<file path="config.mk">
export PLATFORM = sky130hd
export DESIGN_NAME = clock_timebase_ctrl
export DESIGN_NICKNAME = d
export VERILOG_FILES = /design/src/rtl/clock_timebase_ctrl.sv
export SDC_FILE = /design/constraint.sdc
export NUM_CORES = 1
export LEC_CHECK = 0
export ABC_AREA = 1
export BUFFER_PORTS_ARGS = -buffer_cell sky130_fd_sc_hd__buf_2
export CAP_MARGIN = 20
export CELL_PAD_IN_SITES_DETAIL_PLACEMENT = 1
export CELL_PAD_IN_SITES_GLOBAL_PLACEMENT = 2
export CORE_ASPECT_RATIO = 0.6
export CORE_MARGIN = 2
export CORE_UTILIZATION = 35
export DETAILED_ROUTE_END_ITERATION = 8
export GPL_TIMING_DRIVEN = 0
export PLACE_DENSITY_LB_ADDON = 0.1
export SYNTH_ARGS = -nofsm -noshare
export SYNTH_HDL_FRONTEND = slang
export SYNTH_SLANG_ARGS = --single-unit
</file>
<file path="constraint.sdc">
create_clock -name clk -period 3.92 [get_ports clk]
set_clock_uncertainty 0.05 [all_clocks]
set_input_delay 0.196 -clock clk [delete_from_list [all_inputs] [get_ports clk]]
set_output_delay 0.196 -clock clk [all_outputs]
set_load 0.05 [all_outputs]
</file>
<file path="src/rtl/clock_timebase_ctrl.sv">
`default_nettype none
// ============================================================================
// clock_timebase_ctrl : prescaled tick, 24 h time-of-day counter, set-mode FSM
// Rev 1.0
// ============================================================================
module clock_timebase_ctrl #(
    parameter int PRESCALE_MAX = 99_999_999,
    parameter int CNT_W        = 27
) (
    input  logic             clk,
    input  logic             rst_n,
    input  logic             en,
    input  logic             btn_mode,
    input  logic             btn_inc,
    output logic             tick,
    output logic [5:0]       sec,
    output logic [5:0]       min,
    output logic [4:0]       hr,
    output logic [1:0]       mode,
    output logic             blink
);

    localparam logic [CNT_W-1:0] c_cnt_max = CNT_W'(PRESCALE_MAX);

    typedef enum logic [1:0] {
        MODE_RUN     = 2'd0,
        MODE_SET_HR  = 2'd1,
        MODE_SET_MIN = 2'd2
    } mode_t;

    mode_t            mode_q, mode_d;
    logic [CNT_W-1:0] cnt_q, cnt_d;
    logic             tick_q, tick_d;
    logic [5:0]       sec_q, sec_d;
    logic [5:0]       min_q, min_d;
    logic [4:0]       hr_q, hr_d;
    logic             blink_q, blink_d;

    always_comb begin
        cnt_d   = cnt_q;
        tick_d  = 1'b0;
        sec_d   = sec_q;
        min_d   = min_q;
        hr_d    = hr_q;
        mode_d  = mode_q;
        blink_d = blink_q;

        if (en) begin
            if (cnt_q == c_cnt_max) begin
                cnt_d  = '0;
                tick_d = 1'b1;
            end else begin
                cnt_d = cnt_q + CNT_W'(1);
            end
        end

        if (mode_q == MODE_RUN && tick_q) begin
            if (sec_q == 6'd59) begin
                sec_d = 6'd0;
                if (min_q == 6'd59) begin
                    min_d = 6'd0;
                    hr_d  = (hr_q == 5'd23) ? 5'd0 : hr_q + 5'd1;
                end else begin
                    min_d = min_q + 6'd1;
                end
            end else begin
                sec_d = sec_q + 6'd1;
            end
        end

        case (mode_q)
            MODE_RUN: begin
                if (btn_mode) begin
                    mode_d  = MODE_SET_HR;
                    blink_d = 1'b1;
                end
            end
            MODE_SET_HR: begin
                if (tick_q) blink_d = ~blink_q;
                if (btn_mode) begin
                    mode_d = MODE_SET_MIN;
                end else if (btn_inc) begin
                    hr_d = (hr_q == 5'd23) ? 5'd0 : hr_q + 5'd1;
                end
            end
            MODE_SET_MIN: begin
                if (tick_q) blink_d = ~blink_q;
                if (btn_mode) begin
                    // Restart the timebase so the first RUN second is a full period.
                    mode_d  = MODE_RUN;
                    sec_d   = 6'd0;
                    cnt_d   = '0;
                    tick_d  = 1'b0;
                    blink_d = 1'b0;
                end else if (btn_inc) begin
                    min_d = (min_q == 6'd59) ? 6'd0 : min_q + 6'd1;
                end
            end
            default: begin
                mode_d  = MODE_RUN;
                blink_d = 1'b0;
            end
        endcase
    end

    always_ff @(posedge clk) begin
        if (!rst_n) begin
            cnt_q   <= '0;
            tick_q  <= 1'b0;
            sec_q   <= 6'd0;
            min_q   <= 6'd0;
            hr_q    <= 5'd0;
            mode_q  <= MODE_RUN;
            blink_q <= 1'b0;
        end else begin
            cnt_q   <= cnt_d;
            tick_q  <= tick_d;
            sec_q   <= sec_d;
            min_q   <= min_d;
            hr_q    <= hr_d;
            mode_q  <= mode_d;
            blink_q <= blink_d;
        end
    end

    assign tick  = tick_q;
    assign sec   = sec_q;
    assign min   = min_q;
    assign hr    = hr_q;
    assign mode  = mode_q;
    assign blink = blink_q;

endmodule
`default_nettype wire
</file>
# Word level (Yosys, flattened, before mapping)

Index checks and enable logic that the tools add are counted.

Add/sub/neg operators: 4
Equality and inequality tests: 9
Multiplexer cells: 33
Bitwise operators: 1
Reductions and logical operators: 3

Operators with widths:

| operator                                                        | count |
|---|---|
| 27-bit 2-to-1 mux                                               | 4 |
| 6-bit 2-to-1 mux                                                | 10 |
| 5-bit 2-to-1 mux                                                | 7 |
| 27-bit by 1-bit adder with 27-bit output, second input constant | 1 |
| 27-bit == test, second input constant                           | 1 |
| 6-bit by 1-bit adder with 6-bit output, second input constant   | 2 |
| 6-bit == test, second input constant                            | 2 |
| 1-bit 2-to-1 mux                                                | 7 |
| 2-bit 2-to-1 mux                                                | 3 |
| 2-bit != test, second input constant                            | 3 |
| 2-bit one-hot mux with 3 select lines                           | 1 |
| 5-bit by 1-bit adder with 5-bit output, second input constant   | 1 |
| 5-bit == test, second input constant                            | 1 |
| 1-bit one-hot mux with 3 select lines                           | 1 |
| 3-bit AND reduction                                             | 1 |
| 2-bit by 1-bit == test with 1-bit output, second input constant | 1 |
| 2-bit == test, second input constant                            | 1 |
| 2-bit logical NOT                                               | 1 |
| 1-bit logical AND                                               | 1 |
| 1-bit NOT                                                       | 1 |

Flip-flop bits (word level): 48
Bits of input ports: 5

# Logic depth before layout (Yosys ltp)

Word-level depth: 8
Mapped depth: 11
Mapped depth without buffers: 10

# Worst setup path after synthesis

Ideal clock, no wire load.

Path type: register to register
From: register sec_q[0], in the netlist sec[0]
To: register hr_q[4], in the netlist hr[4]
Library setup time: 117 ps
Arrival time: 1600 ps
Path slack: 2153 ps
Stages on the path, launching flop included: 9
Path buffers: 0
Cell sequence: dfxtp_1 ha_1 nand3_1 nor2_1 nand3_1 nand2_1 nand3_1 nand2_1 nor2_1

Word-level cells in the longest chain between the ends: 6

Ends and longest elaborated chain:

| element                  | line | RTL |
|---|---|---|
| start: declaration       | 34   | `logic [5:0] sec_q, sec_d;` |
| start signal: assignment | 110  | `sec_q <= 6'd0;` |
| start signal: assignment | 118  | `sec_q <= sec_d;` |
| 6-bit == test (*)        | 58   | `if (sec_q == 6'd59) begin` |
| 5-bit 2-to-1 mux (*)     | 58   |  |
| 5-bit 2-to-1 mux (*)     | 57   | `if (mode_q == MODE_RUN && tick_q) begin` |
| 5-bit 2-to-1 mux         | 82   | `end else if (btn_inc) begin` |
| 5-bit 2-to-1 mux         | 80   | `if (btn_mode) begin` |
| 5-bit 2-to-1 mux (*)     | 71   | `case (mode_q)` |
| end signal: assignment   | 120  | `hr_q <= hr_d;` |
| end: declaration         | 36   | `logic [4:0] hr_q, hr_d;` |

Mark *: on every way between the ends. The rest lies on a longest branch, timed or not.
A chain may end at the register's enable or synchronous reset.

# Worst setup path after layout

From: register cnt_q[0]
To: register cnt_q[12]

Word-level cells in the longest chain between the ends: 5
Elaborated cells between the ends (all ways): 6

Ends and longest elaborated chain:

| element                                                                           | line   | RTL |
|---|---|---|
| start: declaration                                                                | 32     | `logic [CNT_W-1:0] cnt_q, cnt_d;` |
| start signal: assignment                                                          | 116    | `cnt_q <= cnt_d;` |
| 27-bit by 1-bit adder with 27-bit output / 27-bit == test (equally long branches) | 53, 49 |  |
| 27-bit 2-to-1 mux (*)                                                             | 49     | `if (cnt_q == c_cnt_max) begin` |
| 27-bit 2-to-1 mux (*)                                                             | 48     | `if (en) begin` |
| 27-bit 2-to-1 mux                                                                 | 88     | `if (btn_mode) begin` |
| 27-bit 2-to-1 mux (*)                                                             | 71     |  |

Marked as above.

==> impl_summary.log <==
[metrics] r2r startpoint: cnt_q[0]
[metrics] number of nets in the final layout: ~420
[metrics] FMAX: approximately 570 MHz
[metrics] cells taking the most area after synthesis: dfxtp_1 38%, nand2_1 13%, nor2_1 11%
[metrics] portion of the post-synthesis area used by sequential elements: 0.379
[metrics] Wirelength per Cell: about 14 um
[metrics] status: complete, no violations
[metrics] count of input and output buffers: 24
[metrics] worst reg2reg setup slack: approximately 2.2 ns
[metrics] final total power: 1060 uW
[metrics] clk sinks: between 40 and 50
[metrics] max-cap viol count: 0
[metrics] Setup Crit Path Kind: reg2reg
[metrics] Iteration-0 DRC Markers: approximately 130
[metrics] cell type with the highest aggregate area in the netlist: dfxtp_1
[metrics] number of stages on the worst setup path: 11
[metrics] clock tree root driver cell: clkbuf_16
[metrics] vias per cell: roughly 4.9
[metrics] category of the worst setup path launch point: flop
[metrics] # rows: 23
[metrics] class of the tightest hold or removal check: in2reg
[metrics] syn nets: between 300 and 400
[metrics] CTS Buf Count: 5
[metrics] fraction of registers with async set or reset after synthesis: 0
[metrics] largest net degree at the start of global routing: 15
[metrics] number of register bits inferred by synthesis: 48
[metrics] CTS H-tree depth: 2
[metrics] overflow left after global routing: 0
[metrics] total half-perimeter wirelength after legalization and detailed placement: between 5000 and 6000 um
[metrics] clock latency on the worst-skew pair: between 0.2 and 0.3 ns
[metrics] leak pwr: 0.00118 uW
[metrics] longest individual stage delay on the worst path: roughly 0.4 ns
[metrics] Synth top area share: 0.379
[metrics] tightest slew margin relative to the limit: 0.622
[metrics] Power Density: ~360 nW/um^2
[metrics] Critical Path AT: 1.88 ns
[metrics] final slew viol count: 0
[metrics] Final Routed Wirelength: just under 7000 um
[metrics] mean area per synthesized cell: 6.72 um^2
[metrics] cell breakdown of the critical path: ha_1 > inv_1 > nor2_1 > nand2_1 > inv_1 > nand2_2 > nor2_4 > nor2_4 > clkinv_4 > buf_6 > nor2_1
[metrics] CTS Buffer Depth: 2
[metrics] number of antenna violations at the first check in global routing: 0
[metrics] CTS Hold Bufs: 0
[metrics] floorplan die area: 7970 um^2
[metrics] number of nets with antenna violations after detailed routing: 0
[metrics] post-CTS clock slew at the launch and capture registers of the worst setup and hold paths: approximately 0.07 ns
[metrics] vias in the first global route: about 2,300
[metrics] final period demand of the worst path: ~1.7 ns
[metrics] synth unique cells: 28
[metrics] area delta synth->final: 15.5%
[metrics] end of the worst register-to-register path: cnt_q[12]
[metrics] final design instance area without fill: roughly 3000 um^2
[metrics] required time worst endpoint: roughly 4.1 ns
[metrics] Fin Hold WS: roughly 0.14 ns
[metrics] total standard cell area after synthesis: roughly 2500 um^2
[metrics] Die X: around 110 um
[metrics] placed standard-cell area: 2770 um^2
[metrics] clock tree from TritonCTS: yes
[metrics] critical path endpoint: cnt_q[12]
[metrics] library cell with the highest instance count after synthesis: nand2_1
[metrics] crit path capture type: flop
[metrics] wire length of the first global-routing pass: ~11,000 um
[metrics] Slowest cell on crit path: dfxtp_1
[metrics] number of enable-type register cells in the synthesized netlist: 0
[metrics] Tcrit/Tclk final: 0.445
[metrics] transition time of the tightest slew-check pin: 0.563 ns
[metrics] Yosys warning count: 0
[metrics] Setup crit start: cnt_q[0]
[metrics] number of stages on the worst hold path: 3
[metrics] setup violation total in the final timing report: 0
[metrics] setup repair after global routing missed its margin: false
[metrics] cell type group with the largest total delay on the critical path: simple AND/OR/NAND/NOR gates
[metrics] cells on worst reg2reg path: 11
[metrics] standard cell core area: a little under 7000 um^2
[metrics] gp weighted congestion: ~0.8
[metrics] Vert. Die Dim: between 60 and 70 um
[metrics] total negative setup slack: 0 ns
[metrics] Tot GR Track Use: 0.185
[metrics] CTS-repair resized insts: 0
[metrics] Worst Path Max Fanout: 10
[metrics] top-level port count: 26
[metrics] total setup buffers inserted after CTS: 0
[metrics] router iterations before antenna repair: 4
[metrics] Primary FF master, synth: dfxtp_1
[metrics] Post-Syn Instances: 378
[metrics] Synth top cells by count: 90 x nand2_1, 77 x nor2_1, 48 x dfxtp_1
[metrics] Max rail drop VDD: approximately 0.00014 V
[metrics] fraction of final layout cells sized beyond drive strength 1: 0.149
[metrics] drt drc: 0
[metrics] routed via count: 2,414
[metrics] final core utilization: 0.428
[metrics] initial core utilization: 0.371
[metrics] Worst Path Buf+Inv: 4
[metrics] number of antenna cells inserted: 0
[metrics] Final Hold Viols: 0
[worst min-delay path, cell delays in order]
cell	delay, ns
buf_2	0.11
nand2_1	0.06
a21oi_1	0.06
[state kept, by name, indices dropped and copies added, names as in the netlist]
register / count
cnt_q: 27
min: 6
sec: 6
hr: 5
mode: 2
blink: 1
tick: 1
[worst min path at each step]
stage | to | slack (ns) | start
5_1_grt | mode[1] | 0.16 | btn_mode
3_3_place_gp | min[1] | 0.45 | min[1]
2_1_floorplan | mode[1] | 0.29 | btn_mode
4_1_cts | mode[1] | 0.14 | btn_mode
3_5_place_dp | mode[1] | 0.45 | btn_mode
6_report | mode[1] | 0.14 | btn_mode
[area by class of cell]
type	count	area [um^2]
Buffer	4	33.8
Fill cell	920	3920
Timing Repair Buffer	24	120
Clock inverter	2	35.0
Sequential cell	48	961
Clock buffer	6	129
Tap cell	87	109
Multi-Input combinational cell	280	1370
Inverter	46	178
[cell usage in the layout, fill, tap and decap left out, types with 2 or more instances in the layout]
cell	synthesis	layout
nor2_2	6	6
buf_2	0	24
xor2_1	7	7
nor2_1	77	77
nand2_2	8	8
nand2_1	90	90
nand3_1	22	22
a31oi_1	2	2
inv_2	4	4
a21oi_1	15	15
dfxtp_1	48	48
xnor2_1	4	4
ha_1	4	4
inv_1	41	41
buf_6	2	2
nand4_1	14	14
nor3_1	12	12
clkbuf_1	1	2
nor2_4	7	7
clkbuf_16	0	5
o21ai_0	4	4
o22ai_1	2	2
[layer usage]
layer / GRT usage / up-vias / routed length (um)
li1: - / 1260 / -
met1: 0.299 / 1102 / 4040
met2: 0.235 / 44 / 2450
met3: 0.0399 / 8 / 361
met4: 0.0528 / 0 / 85
met5: 0 / - / 0
[power by group]
part	switching [uW]	leakage, uW	total [uW]	internal (uW)
Clock	191	0.0000808	491	300
Sequential	6.33	0.000388	500	493
Combinational	46.0	0.000713	65.1	19.0
[per-stage QoR]
stage | instances | setup slack (ns)
detailed placement | 489 | 2.20
floorplan | 378 | 2.15
CTS | 497 | 2.18
global route | 497 | 2.00
finish | 497 | 2.17
global placement | 489 | 2.26
[cells by family (layout without fill, tap and decap cells)]
logic type,Yosys count,after routing,synth area share
adder cells (fa/ha/maj),4,4,0.0197
AND/OR/NAND/NOR,239,239,0.423
AO/OA/AOI/OAI,25,25,0.0532
flip-flops,48,48,0.379
buffers and inverters,50,82,0.0833
XOR/XNOR,11,11,0.0379
multiplexers,1,1,0.00394
(Power assumes the default switching activity.)
